==> src/rtl/comp_sched_pkg.sv <==
// rtl/comp_sched_pkg.sv - shared opcodes, stage types and helpers for comp_sched_real
`ifndef GT_OPCODE_REAL
`define GT_OPCODE_REAL 3'd0
`endif
`ifndef GE_OPCODE_REAL
`define GE_OPCODE_REAL 3'd1
`endif
`ifndef LT_OPCODE_REAL
`define LT_OPCODE_REAL 3'd2
`endif
`ifndef LE_OPCODE_REAL
`define LE_OPCODE_REAL 3'd3
`endif
`ifndef EQ_OPCODE_REAL
`define EQ_OPCODE_REAL 3'd4
`endif
`ifndef NE_OPCODE_REAL
`define NE_OPCODE_REAL 3'd5
`endif

package comp_sched_pkg;
    localparam int OP_W     = 3;
    localparam int ID_MAX_W = 8;
    localparam int AL_W     = 32;

    localparam logic [OP_W-1:0] OP_GT = `GT_OPCODE_REAL;
    localparam logic [OP_W-1:0] OP_GE = `GE_OPCODE_REAL;
    localparam logic [OP_W-1:0] OP_LT = `LT_OPCODE_REAL;
    localparam logic [OP_W-1:0] OP_LE = `LE_OPCODE_REAL;
    localparam logic [OP_W-1:0] OP_EQ = `EQ_OPCODE_REAL;
    localparam logic [OP_W-1:0] OP_NE = `NE_OPCODE_REAL;

    function automatic int ID_W(input int n);
        return (n > 1) ? $clog2(n) : 1;
    endfunction

    // Stage fields are sized for the widest supported configuration.
    typedef struct packed {
        logic                  valid;
        logic [ID_MAX_W-1:0]   id;
        logic [OP_W-1:0]       op;
        logic signed [AL_W-1:0] a_al;
        logic signed [AL_W-1:0] b_al;
    } s1_t;

    typedef struct packed {
        logic                valid;
        logic [ID_MAX_W-1:0] id;
        logic                c;
        logic                err;
    } s2_t;
endpackage

==> src/rtl/comp_sched_real_rr_arb.sv <==
// rtl/comp_sched_real_rr_arb.sv - round-robin pointer and one-hot grant
module rr_arb
    import comp_sched_pkg::*;
#(
    parameter int n = 4
) (
    input  logic         clk,
    input  logic         rst,
    input  logic         cke,
    input  logic [n-1:0] req,
    output logic [n-1:0] gnt,
    input  logic         advance
);
    localparam int IW = ID_W(n);

    logic [IW-1:0] ptr;
    logic [IW-1:0] gnt_idx;
    logic [IW-1:0] idx;
    logic          found;

    // Scan starts one past the last winner so every requester is served once per round.
    always_comb begin
        gnt     = '0;
        gnt_idx = ptr;
        found   = 1'b0;
        idx     = '0;
        for (int k = 1; k <= n; k++) begin
            idx = IW'((int'(ptr) + k) % n);
            if (!found && req[idx]) begin
                found   = 1'b1;
                gnt_idx = idx;
            end
        end
        if (found && cke && !rst)
            gnt[gnt_idx] = 1'b1;
    end

    always_ff @(posedge clk) begin
        if (rst)
            ptr <= IW'(n - 1);
        else if (cke && advance)
            ptr <= gnt_idx;
    end
endmodule

==> src/rtl/comp_sched_real.sv <==
// rtl/comp_sched_real.sv - shared fixed-point comparator, RR arbitrated; COMP_SCHED_STATS_EN adds counters
module comp_sched_real
    import comp_sched_pkg::*;
#(
    parameter int  n_req      = 4,
    parameter int  a_width    = 16,
    parameter int  a_exponent = -8,
    parameter real a_range    = 128.0,
    parameter int  b_width    = 16,
    parameter int  b_exponent = -10,
    parameter real b_range    = 32.0
) (
    input  logic                            clk,
    input  logic                            rst,
    input  logic                            cke,
    input  logic [n_req-1:0]                req_valid,
    output logic [n_req-1:0]                req_ready,
    input  logic [n_req-1:0][OP_W-1:0]      req_op,
    input  logic [n_req-1:0][a_width-1:0]   req_a,
    input  logic [n_req-1:0][b_width-1:0]   req_b,
    output logic [n_req-1:0]                rsp_valid,
    output logic                            rsp_c,
    output logic                            rsp_err
`ifdef COMP_SCHED_STATS_EN
    ,
    output logic [31:0]                     stat_done,
    output logic [15:0]                     stat_err
`endif
);
    // Common format takes the exponent of the operand with the larger range.
    localparam int AL_EXP = (a_range >= b_range) ? a_exponent : b_exponent;
    localparam int SH_A   = a_exponent - AL_EXP;
    localparam int SH_B   = b_exponent - AL_EXP;

    function automatic logic signed [AL_W-1:0] align(input logic signed [AL_W-1:0] v, input int sh);
        return (sh >= 0) ? (v <<< sh) : (v >>> (-sh));
    endfunction

    s1_t s1;
    s2_t s2;

    logic                   advance;
    logic [ID_MAX_W-1:0]    sel_id;
    logic [OP_W-1:0]        sel_op;
    logic signed [AL_W-1:0] sel_a;
    logic signed [AL_W-1:0] sel_b;

    rr_arb #(.n(n_req)) u_arb (
        .clk     (clk),
        .rst     (rst),
        .cke     (cke),
        .req     (req_valid),
        .gnt     (req_ready),
        .advance (advance)
    );

    assign advance = |req_ready;

    always_comb begin
        sel_id = '0;
        sel_op = '0;
        sel_a  = '0;
        sel_b  = '0;
        for (int i = 0; i < n_req; i++) begin
            if (req_ready[i]) begin
                sel_id = ID_MAX_W'(i);
                sel_op = req_op[i];
                sel_a  = align(AL_W'($signed(req_a[i])), SH_A);
                sel_b  = align(AL_W'($signed(req_b[i])), SH_B);
            end
        end
    end

    logic gt, eq, c_next, err_next;

    always_comb begin
        gt       = $signed(s1.a_al) > $signed(s1.b_al);
        eq       = s1.a_al == s1.b_al;
        c_next   = 1'b0;
        err_next = 1'b0;
        case (s1.op)
            OP_GT:   c_next = gt;
            OP_GE:   c_next = gt | eq;
            OP_LT:   c_next = ~(gt | eq);
            OP_LE:   c_next = ~gt;
            OP_EQ:   c_next = eq;
            OP_NE:   c_next = ~eq;
            default: err_next = 1'b1;
        endcase
    end

    always_ff @(posedge clk) begin
        if (rst) begin
            s1 <= '0;
            s2 <= '0;
        end else if (cke) begin
            s1 <= '{valid: advance, id: sel_id, op: sel_op, a_al: sel_a, b_al: sel_b};
            s2 <= '{valid: s1.valid, id: s1.id, c: c_next, err: err_next};
        end
    end

    assign rsp_c   = s2.c;
    assign rsp_err = s2.err;

    always_comb begin
        for (int i = 0; i < n_req; i++)
            rsp_valid[i] = cke && !rst && s2.valid && (s2.id == ID_MAX_W'(i));
    end

`ifdef COMP_SCHED_STATS_EN
    always_ff @(posedge clk) begin
        if (rst) begin
            stat_done <= '0;
            stat_err  <= '0;
        end else if (cke && s2.valid) begin
            stat_done <= stat_done + 32'd1;
            if (s2.err && stat_err != 16'hFFFF)
                stat_err <= stat_err + 16'd1;
        end
    end
`endif
endmodule
==> config.mk <==
export PLATFORM = sky130hd
export DESIGN_NAME = comp_sched_real
export DESIGN_NICKNAME = d
export VERILOG_FILES = /design/src/rtl/comp_sched_pkg.sv /design/src/rtl/comp_sched_real_rr_arb.sv /design/src/rtl/comp_sched_real.sv
export SDC_FILE = /design/constraint.sdc
export NUM_CORES = 1
export LEC_CHECK = 0
export CAP_MARGIN = 20
export CORE_MARGIN = 5
export CORE_UTILIZATION = 30
export CTS_CLUSTER_SIZE = 24
export DETAILED_ROUTE_END_ITERATION = 10
export GPL_TIMING_DRIVEN = 0
export PLACE_DENSITY = 0.71
export SLEW_MARGIN = 20
export SYNTH_ARGS = -nofsm -noshare
export SYNTH_HDL_FRONTEND = slang
export SYNTH_HIERARCHICAL = 1
export SYNTH_SLANG_ARGS = --single-unit
==> constraint.sdc <==
create_clock -name clk -period 2.7 [get_ports clk]
set_clock_uncertainty 0.05 [all_clocks]
set_input_delay 0.675 -clock clk [delete_from_list [all_inputs] [get_ports clk]]
set_output_delay 0.675 -clock clk [all_outputs]
set_load 0.05 [all_outputs]
==> key figures <==
Status
  • Run status: complete, no violations

Worst setup path
  • Number of buffers and inverters on the critical path: 4
  • Data arrival at the endpoint of the critical path: 2800 ps
  • CP Launch Type: input pin
  • Origin of the critical flop-to-flop path: u_arb/ptr[1]$_SDFFE_PP1P_
  • Reg2reg path depth: 11
  • Critical setup path kind: input pin to flip-flop
  • Largest stage delay, worst path: 320 ps
  • Critical path's slowest cell: sky130_fd_sc_hd__nor4_2
  • Terminus of the critical flop-to-flop path: s1[32]$_SDFFE_PP0P_
  • Required time of the critical path: 2860 ps
  • Type of destination of the critical path: flip-flop
  • Most common cell on crit path: sky130_fd_sc_hd__buf_6
  • Highest fanout seen on the critical path: 6
  • Reg-to-reg setup timing slack: 210 ps
  • Top delay family on crit path: simple AND/OR/NAND/NOR gates
  • Cell-by-cell listing of the critical path: dlygate4sd2_1 -> nor4_2 -> nor3b_2 -> or2b_4 -> nor2_4 -> buf_6 -> nor4b_4 -> buf_6 -> clkbuf_16 -> a221oi_2 -> a211oi_1

Global routing
  • Aggregate global routing overflow: 0
  • Overall fraction of global-route tracks in use: 0.182
  • Largest net degree at the start of global routing: 15
  • Number of antenna violations at the first check in global routing: 0
  • Wire length of the first global-routing pass: 16800 µm
  • Vias in the first global route: 3467

Place
  • Setup WS pre-CTS: -934 ps
  • Quantity of I/O buffers inserted on ports: 148
  • GP Congestion: 0.862
  • Cell area after placement: 4580 µm²
  • HPWL after detailed placement: 9130 µm

Synthesis
  • Count of flip-flops with a built-in enable after synthesis: 0
  • Leading cell types by count after synthesis: sky130_fd_sc_hd__nor2_1, sky130_fd_sc_hd__dfxtp_1, sky130_fd_sc_hd__a211oi_1
  • Dominant combinational cell family by area after synthesis: compound AO/OA/AOI/OAI gates
  • Async SR Flop Fraction: 0
  • Most instantiated library cell after synthesis: sky130_fd_sc_hd__nor2_1
  • Post-synthesis simple-gate area fraction: 0.204
  • Yosys reg bits: 43
  • Multiplexer share of the synthesized area: 0.0208
  • Post-synthesis xor/xnor area fraction: 0
  • Netlist area before placement: 2890 µm²
  • Compound-cell area share of the yosys netlist: 0.335
  • Ys Warns: 6
  • Number of instances in the synthesized netlist: 366
  • Area share of the largest cell type after synthesis: 0.298
  • Post-Synthesis Net Count: 529
  • Cell accounting for the most synthesized area: sky130_fd_sc_hd__dfxtp_1
  • Share of synthesized area occupied by flip-flops and latches: 0.298
  • Mean area per synthesized cell: 7.88 µm²
  • Count of unique library cells instantiated by Yosys: 44
  • Synthesized-area fraction occupied by adder cells: 0.0694
  • Top flip-flop cell by instance count after synthesis: sky130_fd_sc_hd__dfxtp_1
  • Most area-consuming cells after synthesis: sky130_fd_sc_hd__dfxtp_1, sky130_fd_sc_hd__nor2_1, sky130_fd_sc_hd__a221oi_1

CTS
  • TritonCTS clock tree: done
  • Number of buffers inserted by hold repair at cts: 0
  • H-tree levels: 2
  • Clock Latency Late Sink: 300 ps
  • CTS clk-pin slew, worst paths: 90 ps
  • Library cell used as clock root buffer: sky130_fd_sc_hd__clkbuf_8
  • Maximum buffer depth of the clock tree: 2
  • Clock tree sinks: 43
  • Number of buffers added by the clock tree synthesis step: 5

Pwr
  • Peak VDD IR: 0.225 mV
  • Power per cell area: 389 nW/µm²
  • Leak pwr: 1.95 nW

Drt
  • Routed vias/inst: 5.21
  • Residual antenna-violating net count after detailed routing: 0
  • Routed Wire Length: 11300 µm
  • Number of vias after detailed routing: 3443
  • Violation count after the first detailed-routing iteration: 168
  • DRC errors left: 0
  • Routed wire length per instance: 17.1 µm
  • 1st-pass router iterations: 4

Timing
  • Shortest period the worst path allows: 2640 ps
  • Maximum frequency from static timing analysis: 379 MHz
  • Fin. max-slew vios: 0
  • Hold Fails Final Rpt: 0
  • Tightest slew margin relative to the limit: 0.548
  • Unrepaired setup endpoints after global routing: yes
  • Final setup vio count: 0
  • Slew of the pin with the lowest slew margin: 660 ps
  • Period Utilization, post-route: 0.978
  • Final worst-path setup slack: 60.5 ps

Cells and area
  • Count of nets after finishing: 694
  • Area grow syn2layout: 78.9%
  • Fraction of layout cells with a size suffix above 1: 0.197
  • Ant diodes: 0
  • Final core occ: 0.553
  • Finished layout cell area: 5160 µm²

Floorplanning
  • Die Footprint: 11700 µm²
  • Die H: 108 µm
  • Row count: 35
  • Horiz. Die Dim: 108 µm
  • Starting Density: 0.309
  • Number of placed I/O pins: 157
  • Placeable core region: 9330 µm²

Hold path
  • Sink of the worst hold path: rsp_err$_SDFFE_PP0P_
  • Worst Min Path Start: rsp_err$_SDFFE_PP0P_
  • Hold Path Stages: 2
  • Hold WC Path Type: flip-flop to flip-flop

Job
  • Max-cap violation count: 0
[logic make-up (layout without fill, tap and decap cells)]
family / Yosys count / count (layout)
muxes: 6 / 6
and+or+nand+nor: 124 / 124
AOI/OAI and AO/OA: 126 / 126
adders and majority gates: 16 / 16
DFF: 43 / 43
buffers and inverters: 51 / 217
[stage by stage]
step	hold WS [ps]	std cells	TNS [ps]	power (mW)
floorplan	410	366	-857	1.02
global placement	409	643	-33480	1.31
detailed placement	416	643	-35690	1.33
CTS	430	656	0	1.97
global route	438	661	-136	2.11
finish	429	661	0	2.01
[flip-flops by register name, summed over array words and instances (netlist names)]
register,cells
rsp_c,1
rsp_err,1
s1,36
s2,3
u_arb/ptr,2
[cell usage in the layout (no fill, tap or decap), drive strengths merged, types with 2 or more instances in the layout]
cell type        n
clkdlybuf4s50  134
nor2            82
dfxtp           43
a211oi          35
a22oi           33
a221oi          33
buf             31
clkbuf          27
inv             17
ha              16
a21oi           11
nand2           11
mux2i            6
nor3b            5
dlygate4sd2      4
nor3             4
nor2b            4
o21ai            3
a21o             2
nand3            2
nand2b           2
bufinv           2
or3              2
or4              2
and4             2
nand4            2
[final cells by class]
class                           instances  area [µm²]
Multi-Input combinational cell        272        2110
Buffer                                 34         254
Clock inverter                          3        67.6
Fill cell                             816        4170
Sequential cell                        43         861
Clock buffer                            5        68.8
Timing Repair Buffer                  158        1580
Tap cell                              129         161
Inverter                               17        63.8
[power by group]
part / internal, mW / total (mW) / leakage (nW) / switching, mW
Clock: 0.369 / 0.599 / 0.0644 / 0.230
Combinational: 0.392 / 0.703 / 1.53 / 0.311
Sequential: 0.677 / 0.708 / 0.354 / 0.0304
Total: 1.44 / 2.01 / 1.95 / 0.571
[how the worst max path moves through the flow]
stage                             from                   to  cells after the start
after floorplan                    cke         rsp_valid[2]                      4
after global placement             cke         rsp_valid[2]                      6
after detailed placement           cke         rsp_valid[1]                      6
after CTS                 req_valid[3]  s1[30]$_SDFFE_PP0P_                     11
after global routing      req_valid[1]  s1[32]$_SDFFE_PP0P_                     11
final                     req_valid[0]  s1[32]$_SDFFE_PP0P_                     11
[metal layers]
layer	part of all wire	up-vias	GRT usage
met2	0.51	97	0.325
met5	0	-	0
li1	-	1709	-
met4	0.019	0	0.0514
met3	0.048	19	0.0346
met1	0.42	1618	0.222
[tightest hold or removal path, cell delays in order, from the launching register on]
cell,delay [ps]
sky130_fd_sc_hd__dfxtp_1,320
sky130_fd_sc_hd__nand2b_1,60
sky130_fd_sc_hd__a21oi_1,50
[timing repair]
item / in CTS / in global routing
buffers inserted: 5 / 3
gates cloned: 0 / 2
pin swaps: 11 / 16
gates resized for setup: 111 / 32
setup endpoints to repair: 46 / 36
(Power assumes the default switching activity.)
